**src/rtl/mult_div_pkg.sv**
```systemverilog
// Shared definitions for the multicycle MULT/DIV unit: op encoding, FSM states, iteration count.
package mult_div_pkg;

  localparam logic OP_MULT = 1'b0;
  localparam logic OP_DIV  = 1'b1;

  localparam int ITER_N = 32;
  localparam int CNT_W  = 5;

  typedef enum logic [1:0] {
    IDLE = 2'd0,
    RUN  = 2'd1,
    FIX  = 2'd2,
    DONE = 2'd3
  } state_t;

endpackage

```
**src/rtl/mult_div_unit_divider_step.sv**
```systemverilog
// One restoring-division step on unsigned magnitudes; purely combinational.
module signed_divider_step #(
  parameter int WIDTH = 32
) (
  input  logic [WIDTH-1:0] i_rem,
  input  logic             i_bit,
  input  logic [WIDTH-1:0] i_dvsr,
  output logic [WIDTH-1:0] o_rem,
  output logic             o_qbit
);

  logic [WIDTH:0] w_shift;
  logic [WIDTH:0] w_trial;

  assign w_shift = {i_rem, i_bit};
  assign w_trial = w_shift - {1'b0, i_dvsr};

  // Partial remainder stays below the divisor, so bit WIDTH of the trial is a clean borrow flag.
  assign o_qbit = ~w_trial[WIDTH];
  assign o_rem  = o_qbit ? w_trial[WIDTH-1:0] : w_shift[WIDTH-1:0];

endmodule

```
**src/rtl/mult_div_unit.sv**
```systemverilog
// Signed multicycle MULT (radix-2 Booth) / DIV (restoring) unit producing HI/LO.
// Accepted start at edge k gives a one-cycle done after edge k+33; starts outside IDLE are ignored.
module mult_div_unit
  import mult_div_pkg::*;
#(
  parameter int WIDTH = 32,
  parameter int ITER  = ITER_N
) (
  input  logic             clk,
  input  logic             reset,
  input  logic [WIDTH-1:0] SrcA,
  input  logic [WIDTH-1:0] SrcB,
  input  logic             start,
  input  logic             op,
  output logic             busy,
  output logic             done,
  output logic             div_zero,
  output logic [WIDTH-1:0] HI,
  output logic [WIDTH-1:0] LO
);

  state_t             r_state;
  state_t             w_next;
  logic [CNT_W-1:0]   r_cnt;
  logic [WIDTH-1:0]   r_a;
  logic [WIDTH-1:0]   r_p_hi;
  logic [WIDTH-1:0]   r_p_lo;
  logic               r_q;
  logic               r_op;
  logic               r_neg_q;
  logic               r_neg_r;
  logic [WIDTH-1:0]   r_hi;
  logic [WIDTH-1:0]   r_lo;
  logic               r_div_zero;

  logic               w_req;
  logic               w_zero_div;
  logic               w_accept;
  logic               w_busy;
  logic               w_done;
  logic [WIDTH-1:0]   w_abs_a;
  logic [WIDTH-1:0]   w_abs_b;
  logic [WIDTH:0]     w_booth_sum;
  logic [WIDTH-1:0]   w_rem;
  logic               w_qbit;

  assign w_req      = (r_state == IDLE) && start;
  assign w_zero_div = w_req && (op == OP_DIV) && (SrcB == '0);
  assign w_accept   = w_req && !w_zero_div;

  assign w_abs_a = SrcA[WIDTH-1] ? -SrcA : SrcA;
  assign w_abs_b = SrcB[WIDTH-1] ? -SrcB : SrcB;

  always_ff @(posedge clk or posedge reset) begin
    if (reset) begin
      r_state <= IDLE;
    end else begin
      r_state <= w_next;
    end
  end

  always_comb begin
    w_next = r_state;
    w_busy = 1'b1;
    w_done = 1'b0;
    case (r_state)
      IDLE: begin
        w_busy = 1'b0;
        if (w_accept) w_next = RUN;
      end
      RUN:  if (r_cnt == CNT_W'(ITER - 1)) w_next = FIX;
      FIX:  w_next = DONE;
      DONE: begin
        w_done = 1'b1;
        w_next = IDLE;
      end
      default: w_next = IDLE;
    endcase
  end

  // Booth sum is one bit wider than P_hi so that subtracting the most negative
  // multiplicand cannot overflow before the arithmetic shift.
  always_comb begin
    w_booth_sum = {r_p_hi[WIDTH-1], r_p_hi};
    case ({r_p_lo[0], r_q})
      2'b01:   w_booth_sum = {r_p_hi[WIDTH-1], r_p_hi} + {r_a[WIDTH-1], r_a};
      2'b10:   w_booth_sum = {r_p_hi[WIDTH-1], r_p_hi} - {r_a[WIDTH-1], r_a};
      default: w_booth_sum = {r_p_hi[WIDTH-1], r_p_hi};
    endcase
  end

  signed_divider_step #(
    .WIDTH (WIDTH)
  ) u_div_step (
    .i_rem  (r_p_hi),
    .i_bit  (r_p_lo[WIDTH-1]),
    .i_dvsr (r_a),
    .o_rem  (w_rem),
    .o_qbit (w_qbit)
  );

  // For DIV, P_hi holds the partial remainder and P_lo shifts dividend bits out / quotient bits in.
  always_ff @(posedge clk or posedge reset) begin
    if (reset) begin
      r_cnt      <= '0;
      r_a        <= '0;
      r_p_hi     <= '0;
      r_p_lo     <= '0;
      r_q        <= 1'b0;
      r_op       <= OP_MULT;
      r_neg_q    <= 1'b0;
      r_neg_r    <= 1'b0;
      r_hi       <= '0;
      r_lo       <= '0;
      r_div_zero <= 1'b0;
    end else begin
      r_div_zero <= w_zero_div;
      case (r_state)
        IDLE: begin
          if (w_accept) begin
            r_cnt   <= '0;
            r_op    <= op;
            r_p_hi  <= '0;
            r_q     <= 1'b0;
            r_neg_q <= SrcA[WIDTH-1] ^ SrcB[WIDTH-1];
            r_neg_r <= SrcA[WIDTH-1];
            if (op == OP_DIV) begin
              r_a    <= w_abs_b;
              r_p_lo <= w_abs_a;
            end else begin
              r_a    <= SrcA;
              r_p_lo <= SrcB;
            end
          end
        end
        RUN: begin
          r_cnt <= r_cnt + CNT_W'(1);
          if (r_op == OP_MULT) begin
            r_p_hi <= w_booth_sum[WIDTH:1];
            r_p_lo <= {w_booth_sum[0], r_p_lo[WIDTH-1:1]};
            r_q    <= r_p_lo[0];
          end else begin
            r_p_hi <= w_rem;
            r_p_lo <= {r_p_lo[WIDTH-2:0], w_qbit};
          end
        end
        FIX: begin
          if (r_op == OP_DIV) begin
            r_lo <= r_neg_q ? -r_p_lo : r_p_lo;
            r_hi <= r_neg_r ? -r_p_hi : r_p_hi;
          end else begin
            r_lo <= r_p_lo;
            r_hi <= r_p_hi;
          end
        end
        default: ;
      endcase
    end
  end

  assign busy     = w_busy;
  assign done     = w_done;
  assign div_zero = r_div_zero;
  assign HI       = r_hi;
  assign LO       = r_lo;

endmodule

```
**config.mk**
```make
export PLATFORM = sky130hd
export DESIGN_NAME = mult_div_unit
export DESIGN_NICKNAME = d
export VERILOG_FILES = /design/src/rtl/mult_div_pkg.sv /design/src/rtl/mult_div_unit_divider_step.sv /design/src/rtl/mult_div_unit.sv
export SDC_FILE = /design/constraint.sdc
export NUM_CORES = 1
export LEC_CHECK = 0
export ABC_CLOCK_PERIOD_IN_PS = 7800
export CAP_MARGIN = 10
export CORE_ASPECT_RATIO = 0.75
export CORE_UTILIZATION = 30
export DETAILED_ROUTE_END_ITERATION = 16
export PLACE_DENSITY = 0.49
export SLEW_MARGIN = 20
export SYNTH_ARGS = -nofsm -noshare
export SYNTH_HDL_FRONTEND = slang
export SYNTH_SLANG_ARGS = --single-unit
```
**constraint.sdc**
```tcl
create_clock -name clk -period 7.8 [get_ports clk]
set_clock_uncertainty 0.15 [all_clocks]
set_input_delay 1.56 -clock clk [delete_from_list [all_inputs] [get_ports clk]]
set_output_delay 1.56 -clock clk [all_outputs]
set_load 0.02 [all_outputs]
```
==> metrics.txt <==
status=completed; worst endpoint required time=roughly 8 ns; Hold Path Sink=LO[21]$_DFFE_PP0P_; share of cells above drive strength 1=0.0681; number of global-route vias before repair=13500; WS Path Type=flop to flop; first-pass GRT wire length=85800 um; Final nets=2133; CTS tree=yes; Diodes inserted=0; R2R setup slack=2.47 ns; root buffer cell=clkbuf_16; Worst slew margin=0.235; area of the core=50500 um2; Syn Area/Cell=8.00 um2; Worst Hold Class=flop to flop; EDFF count, synth=0; cts repair resizes=0; CTS Hold Buffers Added=0; FF-to-FF path depth=12; initial core utilization=0.306; clock sink count=around 170; Worst Path Arrival=5.50 ns; H-tree depth=4; r2r startpoint=r_p_lo[0]$_DFFE_PP0P_; io pins=135; Synth Register Bits=172; DRC Markers=0; synth top area cells=dfrtp_1, a21oi_1, ha_1; yosys warns=0; CTS Buf Count=17; Die Area=roughly 52000 um2; unrepaired setup endpoints after global routing=no; min cycle time layout=5.33 ns; setup TNS=0 ns; drt wl/cell=about 21 um; Vias/cell=between 5 and 6; crit end category=flop; # rows=71; RR Endpoint=r_p_hi[31]$_DFFE_PP0P_; Cells after Synth=1929; most common cell after layout, fill and taps aside=a21oi_1; Die X=about 260 um; most used flip-flop cell after synthesis=dfrtp_1; Synth area leader=dfrtp_1; setup violators final=0; worst slew pin tran=1.12 ns; Fillers=5257; Die Y=~200 um; routability cong.=about 1; Post-DP Area=17300 um2; Synth async-reset ratio=1.00; Final Cycle Share=0.683; worst skew pair latency=0.46 ns; gr usage total=0.216; routed wire length=56800 um; syn nets=2077; maximum clock rate=188 MHz; initial antenna violation count=3; Slew Viols, Final=0; Cell variety after synth=between 90 and 100; worst hold start=LO[21]$_DFFE_PP0P_; Final Hold Fails=0; initial DRC count=~1400; CTS max path bufs=2; critical path peak fanout=37; hold depth=1; register area share after synthesis=0.279; largest net degree at the start of global routing=160; detailed placer's ending HPWL=44700 um; design area=17900 um2; post-route antenna net violation count=0; postcts setup bufs=0; Worst-path clk slew=about 0.080 ns; Synth top area share=0.279; grt ovf=0; Max-cap violations=0; PortBufs=134; vias=~15000; Area Growth Syn to Fin=15.8%; TritonRoute pass-1 iters=7; Post-Syn Area=15400 um2; most frequent cells in the layout=a21oi_1, nand2_1, nor2_1; CP Launch Type=flop
cells in the mapped netlist, types with 12 or more instances:
| cell type | count |
|---|---|
| dfrtp_1 | 172 |
| nand2b_1 | 13 |
| a211oi_1 | 25 |
| nor3_1 | 36 |
| a21oi_1 | 201 |
| a21o_1 | 25 |
| clkbuf_1 | 80 |
| o21ai_1 | 20 |
| xnor2_1 | 103 |
| o31ai_1 | 33 |
| mux2i_1 | 40 |
| ha_1 | 78 |
| nor4_1 | 12 |
| nor2_1 | 186 |
| inv_1 | 75 |
| a31oi_1 | 25 |
| o211ai_1 | 33 |
| nand2_1 | 200 |
| buf_2 | 14 |
| mux2_2 | 29 |
| nand3_1 | 25 |
| a32o_1 | 13 |
| o21ai_0 | 159 |
| or3_1 | 14 |
| buf_1 | 13 |
| xor2_1 | 93 |
critical path, cell delays in order (launching register included):
cell	delay, ns
dfrtp_1	0.50
ha_2	0.77
mux2_2	0.46
fa_1	0.44
nand2b_1	0.23
a21oi_1	0.39
a21oi_1	0.29
a2111oi_0	1.02
o21ai_0	0.26
nor2_1	0.23
nor4b_2	0.07
nor3_1	0.29
o41ai_2	0.09
per-layer routing:
metal,track usage,up-vias,share of wire,wire [um]
met5,0,-,0.00018,10
met4,0.0364,2,0.010,593
met3,0.0462,35,0.075,4260
met2,0.285,477,0.38,21800
met1,0.349,7195,0.53,30100
li1,-,7089,-,-
flip-flops by register name (all words and copies together), names as in the netlist:
| name | count |
|---|---|
| HI | 32 |
| r_q | 1 |
| r_op | 1 |
| r_neg_q | 1 |
| div_zero | 1 |
| r_state | 2 |
| LO | 32 |
| r_p_hi | 32 |
| r_neg_r | 1 |
| r_p_lo | 32 |
| r_a | 32 |
| r_cnt | 5 |
cells by family (layout without fill, tap and decap cells):
logic type               count (synthesis)  after routing  share of synthesized area
adder cells (fa/ha/maj)                 80             80                     0.0659
AO/OA/AOI/OAI                          644            644                      0.264
AND/OR/NAND/NOR                        576            576                      0.178
multiplexers                            70             70                     0.0481
flip-flops                             172            172                      0.279
buffers and inverters                  189            258                     0.0513
XOR/XNOR                               198            198                      0.113
final cells by class:
cell class | count | area [um2] | area share
multi-input combinational | 1568 | 10400 | 0.581
sequential | 172 | 4310 | 0.241
timing repair buffer | 150 | 1490 | 0.0832
tap | 657 | 822 | 0.0460
clock buffer | 18 | 429 | 0.0240
inverter | 76 | 290 | 0.0162
clock inverter | 14 | 156 | 0.00876
through the flow:
step	cells	util	setup WS, ns	hold slack, ns
final	2655	0.354	2.47	0.358
after detailed placement	2622	0.342	2.11	0.345
after floorplan	1929	-	1.43	0.314
after global routing	2655	0.354	2.25	0.384
after global placement	2622	0.342	2.26	0.339
after CTS	2654	0.354	2.60	0.365
worst max path at each step:
| stage | start | end | slack, ns | depth (start not counted) |
|---|---|---|---|---|
| after floorplan | reset | HI[0]$_DFFE_PP0P_ | 1.43 | 1 |
| after global placement | SrcB[0] | r_p_hi[31]$_DFFE_PP0P_ | 2.26 | 11 |
| after detailed placement | SrcB[0] | r_p_lo[26]$_DFFE_PP0P_ | 2.11 | 12 |
| after CTS | SrcB[0] | r_p_lo[26]$_DFFE_PP0P_ | 2.60 | 12 |
| after global routing | SrcB[0] | r_p_lo[26]$_DFFE_PP0P_ | 2.25 | 12 |
| final | r_p_lo[0]$_DFFE_PP0P_ | r_p_hi[31]$_DFFE_PP0P_ | 2.47 | 12 |
Power is left out: the tool's default activity adds up to more than one toggle a clock period on the data nets, which glitch-free logic cannot reach.
==> variant, RTL diff (same flow settings) <==
`WIDTH` is set to 32 in 2 places; all go to 40.
--- a/src/rtl/mult_div_unit_divider_step.sv
+++ b/src/rtl/mult_div_unit_divider_step.sv
@@ -2,3 +2,3 @@
 module signed_divider_step #(
-  parameter int WIDTH = 32
+  parameter int WIDTH = 40
 ) (
--- a/src/rtl/mult_div_unit.sv
+++ b/src/rtl/mult_div_unit.sv
@@ -5,3 +5,3 @@
 #(
-  parameter int WIDTH = 32,
+  parameter int WIDTH = 40,
   parameter int ITER  = ITER_N
Interface: changed (resized HI, LO, SrcA and SrcB); port bits go from 135 to 167. No check against the original RTL was run, so the function may have changed too.
==> variant against the original RTL <==
- sequential cell count increased by 40
- cell area increased by 24%
- largest cell class unchanged
- count of clock-buffer cells in the layout increased by 21
- routed wire length increased by 22%
- highest routed layer is now met4
- critical path type is now in2reg
- worst setup slack got worse by 250 ps
- synthesized area increased by 22%
- register-to-register slack got worse by 220 ps
==> variant: results (changes against the original RTL) <==
| Metric | Value |
|---|---|
| Reg2Reg Launch Point | `r_a[1]` |
| PortBufs | `166 (+24%)` |
| FILL cells | `6,399 (+22%)` |
| Critical-path maximum fanout | `16 (-57%)` |
| Max stage delay on crit path | `840 ps (-180 ps)` |
| 1st-iter DRT viols | `1,471 (+5.8%)` |
| Status | `finished, final reports clean` |
| First-pass GRT wire length | `106,000 µm (+23%)` |
| Syn nets | `2,603 (+25%)` |
| Multi-input comb cells | `1,977 (+26%)` |
| Post-synth top cells | `a21oi_1, nand2_1, o21ai_0` |
| NonClk Buf Share | `8.43% (+0.10 points)` |
| Initial antenna violation count | `0 (-3)` |
| Clock-cell share | `4.12% (+0.84 points)` |
| Worst slack, placed | `1790 ps (-323 ps)` |
| CTS buffer count | `28 (+11)` |
| Bufs on Longest Clock Path | `3 (+1)` |
| Logic inverters | `92 (+21%)` |
| CP max stage cell | `nor4bb_1` |
| Worst-Skew Late Latency | `580 ps (+120 ps)` |
| DP Wirelength | `53,200 µm (+19%)` |
| Share of cells above drive strength 1 | `4.20% (-2.6 points)` |
| Net Sw Frac | `a little over half` |
| Crit path launch | `SrcB[0]` |
| Sequential cell area fraction in the yosys report | `28.3% (+0.36 points)` |
| Slew HR | `28.5% (+4.9 points)` |
| Worst Hold End | `r_cnt[3]` |
| Via Count | `18,400 (+24%)` |
| Drt wl/cell | `20.9 µm (-2.5%)` |
| Hold WS | `349 ps (-8.41 ps)` |
| Post-synth cell types | `76 (-21%)` |
| Non-Clock Buffer Count | `191 (+27%)` |
| Area of the multi-input gates | `0.0126 mm² (+22%)` |
| CP endpoint | `r_p_hi[28]` |
| Clock buffers | `39 (+21)` |
| RR Endpoint | `r_p_hi[33]` |
| Min-delay src | `r_cnt[3]` |
| Tot GR Track Use | `21.3% (-0.24 points)` |
| Largest net degree at the start of global routing | `125 (-22%)` |
| Final net count | `2,682 (+26%)` |
| Worst reg2reg path depth | `18 (+6)` |
| Critical Path AT | `5830 ps (+330 ps)` |
| Area contributors post-synth | `dfrtp_1, a21oi_1, o21ai_0` |
| Number of global-route vias before repair | `17,300 (+28%)` |
| Clk slew on worst S/H paths | `60 ps (-20 ps)` |
| Reg2Reg Setup Slack | `2250 ps (-220 ps)` |
| Sequential cell area | `0.00531 mm² (+23%)` |
| Final estimated routing congestion in global placement | `0.964 (-0.94%)` |
| Seq Cell Count | `212 (+23%)` |
| Final WS setup | `2220 ps (-252 ps)` |
| Most common cell in the netlist | `a21oi_1` |
| H-tree lvl count | `1 (-3)` |
-- variant: per-stage QoR --
step           instances  area (µm²)
3_5_place_dp        3282       21200
2_1_floorplan       2423       18800
5_1_grt             3331       22100
4_1_cts             3331       22100
6_report            3331       22100
3_3_place_gp        3282       21200
-- variant: logic make-up (layout without fill, tap and decap cells) --
family	after synthesis	count (layout)	synth area share, %
multiplexers	86	86	4.67
buffers and inverters	234	332	4.79
flip-flops	212	212	28.3
adder cells (fa/ha/maj)	96	96	6.48
AO/OA/AOI/OAI	828	828	26.5
XOR/XNOR	257	257	12.0
AND/OR/NAND/NOR	710	710	17.2
-- variant: per-layer routing --
metal | vias up | part of all wire, % | GRT usage (%)
met3 | 86 | 5.9 | 3.92
li1 | 8891 | - | -
met5 | - | 0 | 0
met1 | 8896 | 49 | 30.9
met4 | 0 | 2.1 | 4.76
met2 | 510 | 43 | 32.7
